### src/rtl/mux2_rr_arbiter.sv
// Round-robin select controller for two valid/ready packet streams feeding a mux2to1.
// Grants are locked per packet, with a registered output stage and a runaway-packet beat limit.
module mux2_rr_arbiter #(
    parameter int W         = 8,
    parameter int MAX_BEATS = 16
) (
    input  logic         clk,
    input  logic         rst_n,
    input  logic [W-1:0] in0_data,
    input  logic         in0_valid,
    input  logic         in0_last,
    output logic         in0_ready,
    input  logic [W-1:0] in1_data,
    input  logic         in1_valid,
    input  logic         in1_last,
    output logic         in1_ready,
    output logic [W-1:0] out_data,
    output logic         out_valid,
    output logic         out_last,
    input  logic         out_ready,
    output logic         sel,
    output logic         busy,
    output logic         err
);

    localparam logic [1:0] IDLE  = 2'd0;
    localparam logic [1:0] LOCK0 = 2'd1;
    localparam logic [1:0] LOCK1 = 2'd2;

    localparam logic [7:0] LAST_IDX = 8'(MAX_BEATS - 1);

    logic [1:0]   state;
    logic         prio;
    logic [7:0]   beat_cnt;
    logic         can_accept;
    logic         xfer;
    logic [W-1:0] xfer_data;
    logic         xfer_last;
    logic         at_limit;
    logic         rel_pkt;

    // The output slot is free when empty or draining this cycle.
    assign can_accept = !out_valid || out_ready;
    assign in0_ready  = (state == LOCK0) && can_accept;
    assign in1_ready  = (state == LOCK1) && can_accept;

    assign xfer      = (in0_valid && in0_ready) || (in1_valid && in1_ready);
    assign xfer_data = (state == LOCK1) ? in1_data : in0_data;
    assign xfer_last = (state == LOCK1) ? in1_last : in0_last;
    assign at_limit  = (beat_cnt == LAST_IDX);
    assign rel_pkt   = xfer && (xfer_last || at_limit);

    assign busy = (state != IDLE);

    always_ff @(posedge clk) begin
        if (!rst_n) begin
            state     <= IDLE;
            prio      <= 1'b0;
            sel       <= 1'b0;
            beat_cnt  <= 8'd0;
            out_valid <= 1'b0;
            out_last  <= 1'b0;
            out_data  <= '0;
            err       <= 1'b0;
        end else begin
            // A release without the requester's own last marker is a truncation.
            err <= rel_pkt && !xfer_last;

            if (xfer) begin
                out_data  <= xfer_data;
                out_last  <= xfer_last || at_limit;
                out_valid <= 1'b1;
            end else if (out_ready) begin
                out_valid <= 1'b0;
            end

            case (state)
                IDLE: begin
                    if (in0_valid && (!in1_valid || !prio)) begin
                        state    <= LOCK0;
                        sel      <= 1'b0;
                        beat_cnt <= 8'd0;
                    end else if (in1_valid) begin
                        state    <= LOCK1;
                        sel      <= 1'b1;
                        beat_cnt <= 8'd0;
                    end
                end
                LOCK0, LOCK1: begin
                    if (xfer) begin
                        beat_cnt <= beat_cnt + 8'd1;
                        if (rel_pkt) begin
                            state <= IDLE;
                            prio  <= (state == LOCK0);
                        end
                    end
                end
                default: state <= IDLE;
            endcase
        end
    end

endmodule

### config.mk
export PLATFORM = sky130hd
export DESIGN_NAME = mux2_rr_arbiter
export DESIGN_NICKNAME = d
export VERILOG_FILES = /design/src/rtl/mux2_rr_arbiter.sv
export SDC_FILE = /design/constraint.sdc
export NUM_CORES = 1
export LEC_CHECK = 0
export CAP_MARGIN = 20
export CORE_ASPECT_RATIO = 1.25
export CORE_MARGIN = 1
export CORE_UTILIZATION = 40
export DETAILED_ROUTE_END_ITERATION = 10
export PLACE_DENSITY = 0.78
export SLEW_MARGIN = 0
export SYNTH_ARGS = -nofsm -noshare
export SYNTH_HDL_FRONTEND = slang
export SYNTH_SLANG_ARGS = --single-unit
### constraint.sdc
create_clock -name clk -period 2.1 [get_ports clk]
set_clock_uncertainty 0.15 [all_clocks]
set_input_delay 0.315 -clock clk [delete_from_list [all_inputs] [get_ports clk]]
set_output_delay 0.315 -clock clk [all_outputs]
set_load 0.03 [all_outputs]
# Yosys cells after proc, flatten, opt, wreduce, memory -nomap -nowiden

Index checks and enable logic that the tools add are counted.
Widths: inputs -> output; s select.

$add $sub $neg: 1
Multipliers: 0
Div/mod/pow operators: 0
$lt $le $gt $ge: 0
Equal/unequal tests: 6
Shift-type cells: 0
Muxes and demuxes: 15
Bitwise operators: 0
Reduce and logical (&&, ||, !) cells: 25

Operators with widths:

| cell                | count |
|---|---|
| $mux 8              | 4 |
| $pmux 8 s2          | 1 |
| $reduce_and 3->1    | 3 |
| $add 8x1->8 const B | 1 |
| $eq 8x4->1 const B  | 1 |
| $mux 2              | 4 |
| $reduce_bool 2->1   | 4 |
| $logic_and 1x1->1   | 7 |
| $mux 1              | 5 |
| $logic_not 1->1     | 4 |
| $logic_or 1x1->1    | 4 |
| $ne 2x2->1 const B  | 2 |
| $pmux 2 s2          | 1 |
| $ne 3x3->1 const B  | 1 |
| $eq 2x1->1 const B  | 1 |
| $eq 2x2->1 const B  | 1 |
| $logic_not 2->1     | 1 |
| $reduce_and 2->1    | 1 |
| $reduce_or 2->1     | 1 |

Flip-flop bits (word level): 23
Latch bits: 0
RAM bits: 0
Bits in read-only memories: 0
Input port bits: 23
Output and inout bits: 15
Logic and storage cells: 55
Memories kept: 0

# Depth between registers and ports, before layout

Word-level depth: 9
Mapped depth: 7
Depth with buffers taken out: 6

# Least setup slack after synthesis

Ideal clock, no wire load.

Kind: register -> register
Start point: register state[1]
End point: register beat_cnt[1]
Library setup time: 72 ps
Arrival: 1691 ps
Data required time: 1878 ps
Setup slack: 188 ps
Cell stages (with the launch flop): 8
Buffers on the path: 1
Clock period less this slack: 1912 ps
Path through: dfxtp_1 -> inv_1 -> ha_1 -> clkbuf_8 -> inv_1 -> or3_1 -> a21oi_1 -> mux2i_1

Longest elaborated chain between the ends: 6
Elaborated cells on any way between the ends: 14
Classes of those cells: 4 x eq/ne; 1 x mux; 9 x reduce/logical

Ends and longest elaborated chain:

| what                                            | line       | source |
|---|---|---|
| start: declaration                              | 32         | `logic [1:0] state;` |
| start signal: assignment                        | 57         | `state <= IDLE;` |
| start signal: assignment                        | 80         | `state <= LOCK0;` |
| start signal: assignment                        | 84         | `state <= LOCK1;` |
| $eq 2x1->1 / $eq 2x2->1 (equally long branches) | 44, 77, 45 |  |
| $logic_and 1x1->1, on equally long branches     | 44, 45     |  |
| $logic_and 1x1->1                               | 47         | `assign xfer = (in0_valid && in0_ready) \|\| (in1_valid && in1_ready);` |
| $logic_or 1x1->1                                | 47         |  |
| $ne 2x2->1 (no source line)                     | -          |  |
| $reduce_and 3->1 (no source line)               | -          |  |
| end signal: assignment                          | 91         | `beat_cnt <= beat_cnt + 8'd1;` |
| end: declaration                                | 34         | `logic [7:0] beat_cnt;` |

Several ways; a longest one is shown, not always the timed one.
A chain may end at the register's enable or synchronous reset.

# Worst setup path after layout

Start point: register state[0]
End point: output port in1_ready

Longest elaborated chain between the ends: 2

Ends and longest elaborated chain:

| what              | line | source |
|---|---|---|
| $eq 2x2->1        | 45   | `assign in1_ready = (state == LOCK1) && can_accept;` |
| $logic_and 1x1->1 | 45   |  |
| end: declaration  | 16   | `output logic in1_ready,` |

Every way passes these cells.

==> metrics.txt <==
Tot Pwr=0.002160 W; ant diodes=0; CTS Hold Buffers Added=0; RSZ-0062 raised after global routing=false; hold path cells=2; Worst-Skew Late Latency=310 ps; routed wire length=3180 µm; drt pass-1 iters=4; Die Height=63.49 µm; Sink Count=23; Die Wd=51.19 µm; Slew Viols, Final=0; GRT Overall Usage=21.30%; Post-route DRC=0; Most Used Layer, Global Route=met2; Max Fclk=502.9 MHz; number of synthesized register bits=23; CTS tree=built; area occupied by multi-input gates=696.9 µm²; critical path capture point type=output pin; Startpoint Class=register; Synth Warn #=0; register area share after synthesis=38.06%; status=finished, final reports clean; initial antenna violation count=0; Cell Chain, Critical Path=inv_1 -> ha_2 -> buf_4 -> and2_1 -> buf_4; Post-Syn Area=0.001210 mm²; CP Class=reg -> out; HPWL Detailed=2542 µm; Num CTS Buffers=3; GR Layer Usage met2=36.35%; Hold EP=prio; worst r2r path cells=6; Root Buffer=clkbuf_4; port buffer count=37; # fillers=263; DR WL/cell=14.20 µm; hold crit path type=reg -> reg; Worst R2R End=beat_cnt[6]; core area=0.002785 mm²; DRT antenna net count=0; CP arrival=1520 ps; Storage cell area=460.4 µm²; vias=1,239; vias in the first global route=1,214; Starting Density=43.44%; final hold vios=0; Leakage=0.6261 nW; layout cell share with drive strength beyond 1=13.68%; # rows=21; placed cell area=0.001670 mm²; peak supply drop=0.9600 mV; global-route met1 utilization=25.81%; Final min period=1988 ps; Syn Nets=170; io pins=38; Clock transition at path regs=130 ps; H-tree levels=1; worst-case clock buffer depth=2; Nets=218; DR vias/cell=5.531; CP Buf/Inv Count=3; maxcap violations=0; Reg2Reg Setup Slack=120 ps; Hold Crit Start=prio; pin count of the biggest net entering global routing=19; RR Startpoint=state[1]; GP Congestion=0.8146; die area=0.003250 mm²; Final period util=94.68%; crit-path max FO=9; Slew headroom=64.42%; worst path required time=1630 ps; Least-Margin Pin Slew=532.6 ps; grt total ovfl=0; post-layout instance area=0.001710 mm²; most used cell along the critical path=buf_4; Slowest-stage cell, CP=dfxtp_1; Post-Synthesis Cells=143; Distinct cells, synth=38; P per Cell Area=1263 mW/mm²; first-pass GRT wire length=5292 µm; # Post-CTS Setup Buffers=0; Final Setup Violations=0; GR Layer Usage met3=1.449%; Layout area overhead=41.37%; family with the most delay on the worst path=buffers and inverters; number of DRC markers in iteration 0=30; Avg Inst Size Synth=8.461 µm²; CP max stage delay=340 ps
[routing by layer]
layer,vias to the layer above,wire [µm]
met1,577,1312
met2,36,1664
li1,619,-
met3,7,126
met5,-,0
met4,0,77
[through the flow]
stage	util [%]	instances	setup TNS [ps]	setup WS (ps)	hold WS (ps)
floorplan	-	143	0	187.6	288.3
global placement	59.97	220	0	44.76	308.1
detailed placement	59.97	220	-3.393	-3.393	324.6
CTS	60.87	224	0	60.17	341.4
global route	61.41	224	0	15.17	362.3
finish	61.41	224	0	111.7	333.8
[sequential cells by signal, summed over array words and instances, names as in the netlist]
name and flops:
err 1, state 2, prio 1, sel 1, out_valid 1, out_data 8, beat_cnt 8, out_last 1
[final cells by class]
| type | instances | area share [%] |
|---|---|---|
| clock buffer | 4 | 1.536 |
| sequential | 23 | 26.92 |
| timing repair buffer | 50 | 27.21 |
| tap | 34 | 2.487 |
| inverter | 5 | 1.097 |
| multi-input combinational | 108 | 40.75 |
[timing repair]
item | CTS | global route
gates resized for setup | 1 | 4
hold endpoints to repair | 0 | 0
endpoints found under the setup margin | 1 | 4
[cells in the mapped netlist (all sizes together)]
cell type / n / area share [%]
o21a: 1 / 0.62
a41oi: 1 / 0.72
nor2: 15 / 4.7
a31oi: 1 / 0.52
and2: 2 / 1.0
o31a: 1 / 0.72
o21bai: 1 / 0.62
buf: 2 / 1.3
nor4: 2 / 1.0
inv: 4 / 1.2
o31ai: 1 / 0.62
or4: 1 / 0.93
or2: 1 / 0.52
nor2b: 1 / 0.52
nand2b: 3 / 1.6
o221ai: 1 / 0.72
clkbuf: 5 / 2.4
a31o: 1 / 0.72
a21oi: 9 / 3.7
a22oi: 1 / 0.62
nand3: 6 / 2.5
dfxtp: 23 / 38
a311oi: 2 / 1.4
nor3: 3 / 1.2
ha: 4 / 4.1
or3: 1 / 0.52
o21ai: 8 / 3.3
nand4: 2 / 1.0
nor3b: 1 / 0.62
clkinv: 1 / 0.31
a211oi: 10 / 6.2
and3: 3 / 1.7
mux2i: 11 / 9.1
o211ai: 1 / 1.0
nand2: 13 / 4.0
[power breakdown]
part / leakage [nW] / switching (W) / internal [W]
clock: 0.0150 / 0.000131 / 0.0000742
combinational: 0.424 / 0.000797 / 0.000568
sequential: 0.187 / 0.0000560 / 0.000534
[cells by family after synthesis]
family                     Yosys count  share of synthesized area (%)
and+or+nand+nor                     54                          21.82
AOI/OAI and AO/OA                   39                          21.61
DFF                                 23                          38.06
buffers and inverters               12                          5.272
muxes                               11                          9.101
adders and majority gates            4                          4.137
[worst min-delay path: stages, from the launching register on]
cell and delay (ps):
dfxtp_1 340, nand2_1 50, mux2i_1 60
[layout by cell type, fill, tap and decap left out, drive strengths merged, types with 3 or more instances in the layout]
master / instances
clkdlybuf4s50: 34
mux2i: 11
dfxtp: 23
clkbuf: 4
a211oi: 10
and3: 3
inv: 4
nand3: 6
ha: 4
o21ai: 8
a21oi: 9
nand2b: 3
buf: 15
nor3: 3
nor2: 15
nand2: 13
[worst max path at each step]
stage,start,depth (start not counted),to,slack (ps)
detailed placement,in0_valid,6,beat_cnt[5],-3
global route,state[1],6,beat_cnt[1],20
global placement,in0_valid,6,beat_cnt[5],40
CTS,state[0],5,in1_ready,60
floorplan,state[1],7,beat_cnt[1],190
finish,state[0],5,in1_ready,110
Power figures use the tool's default switching activity.
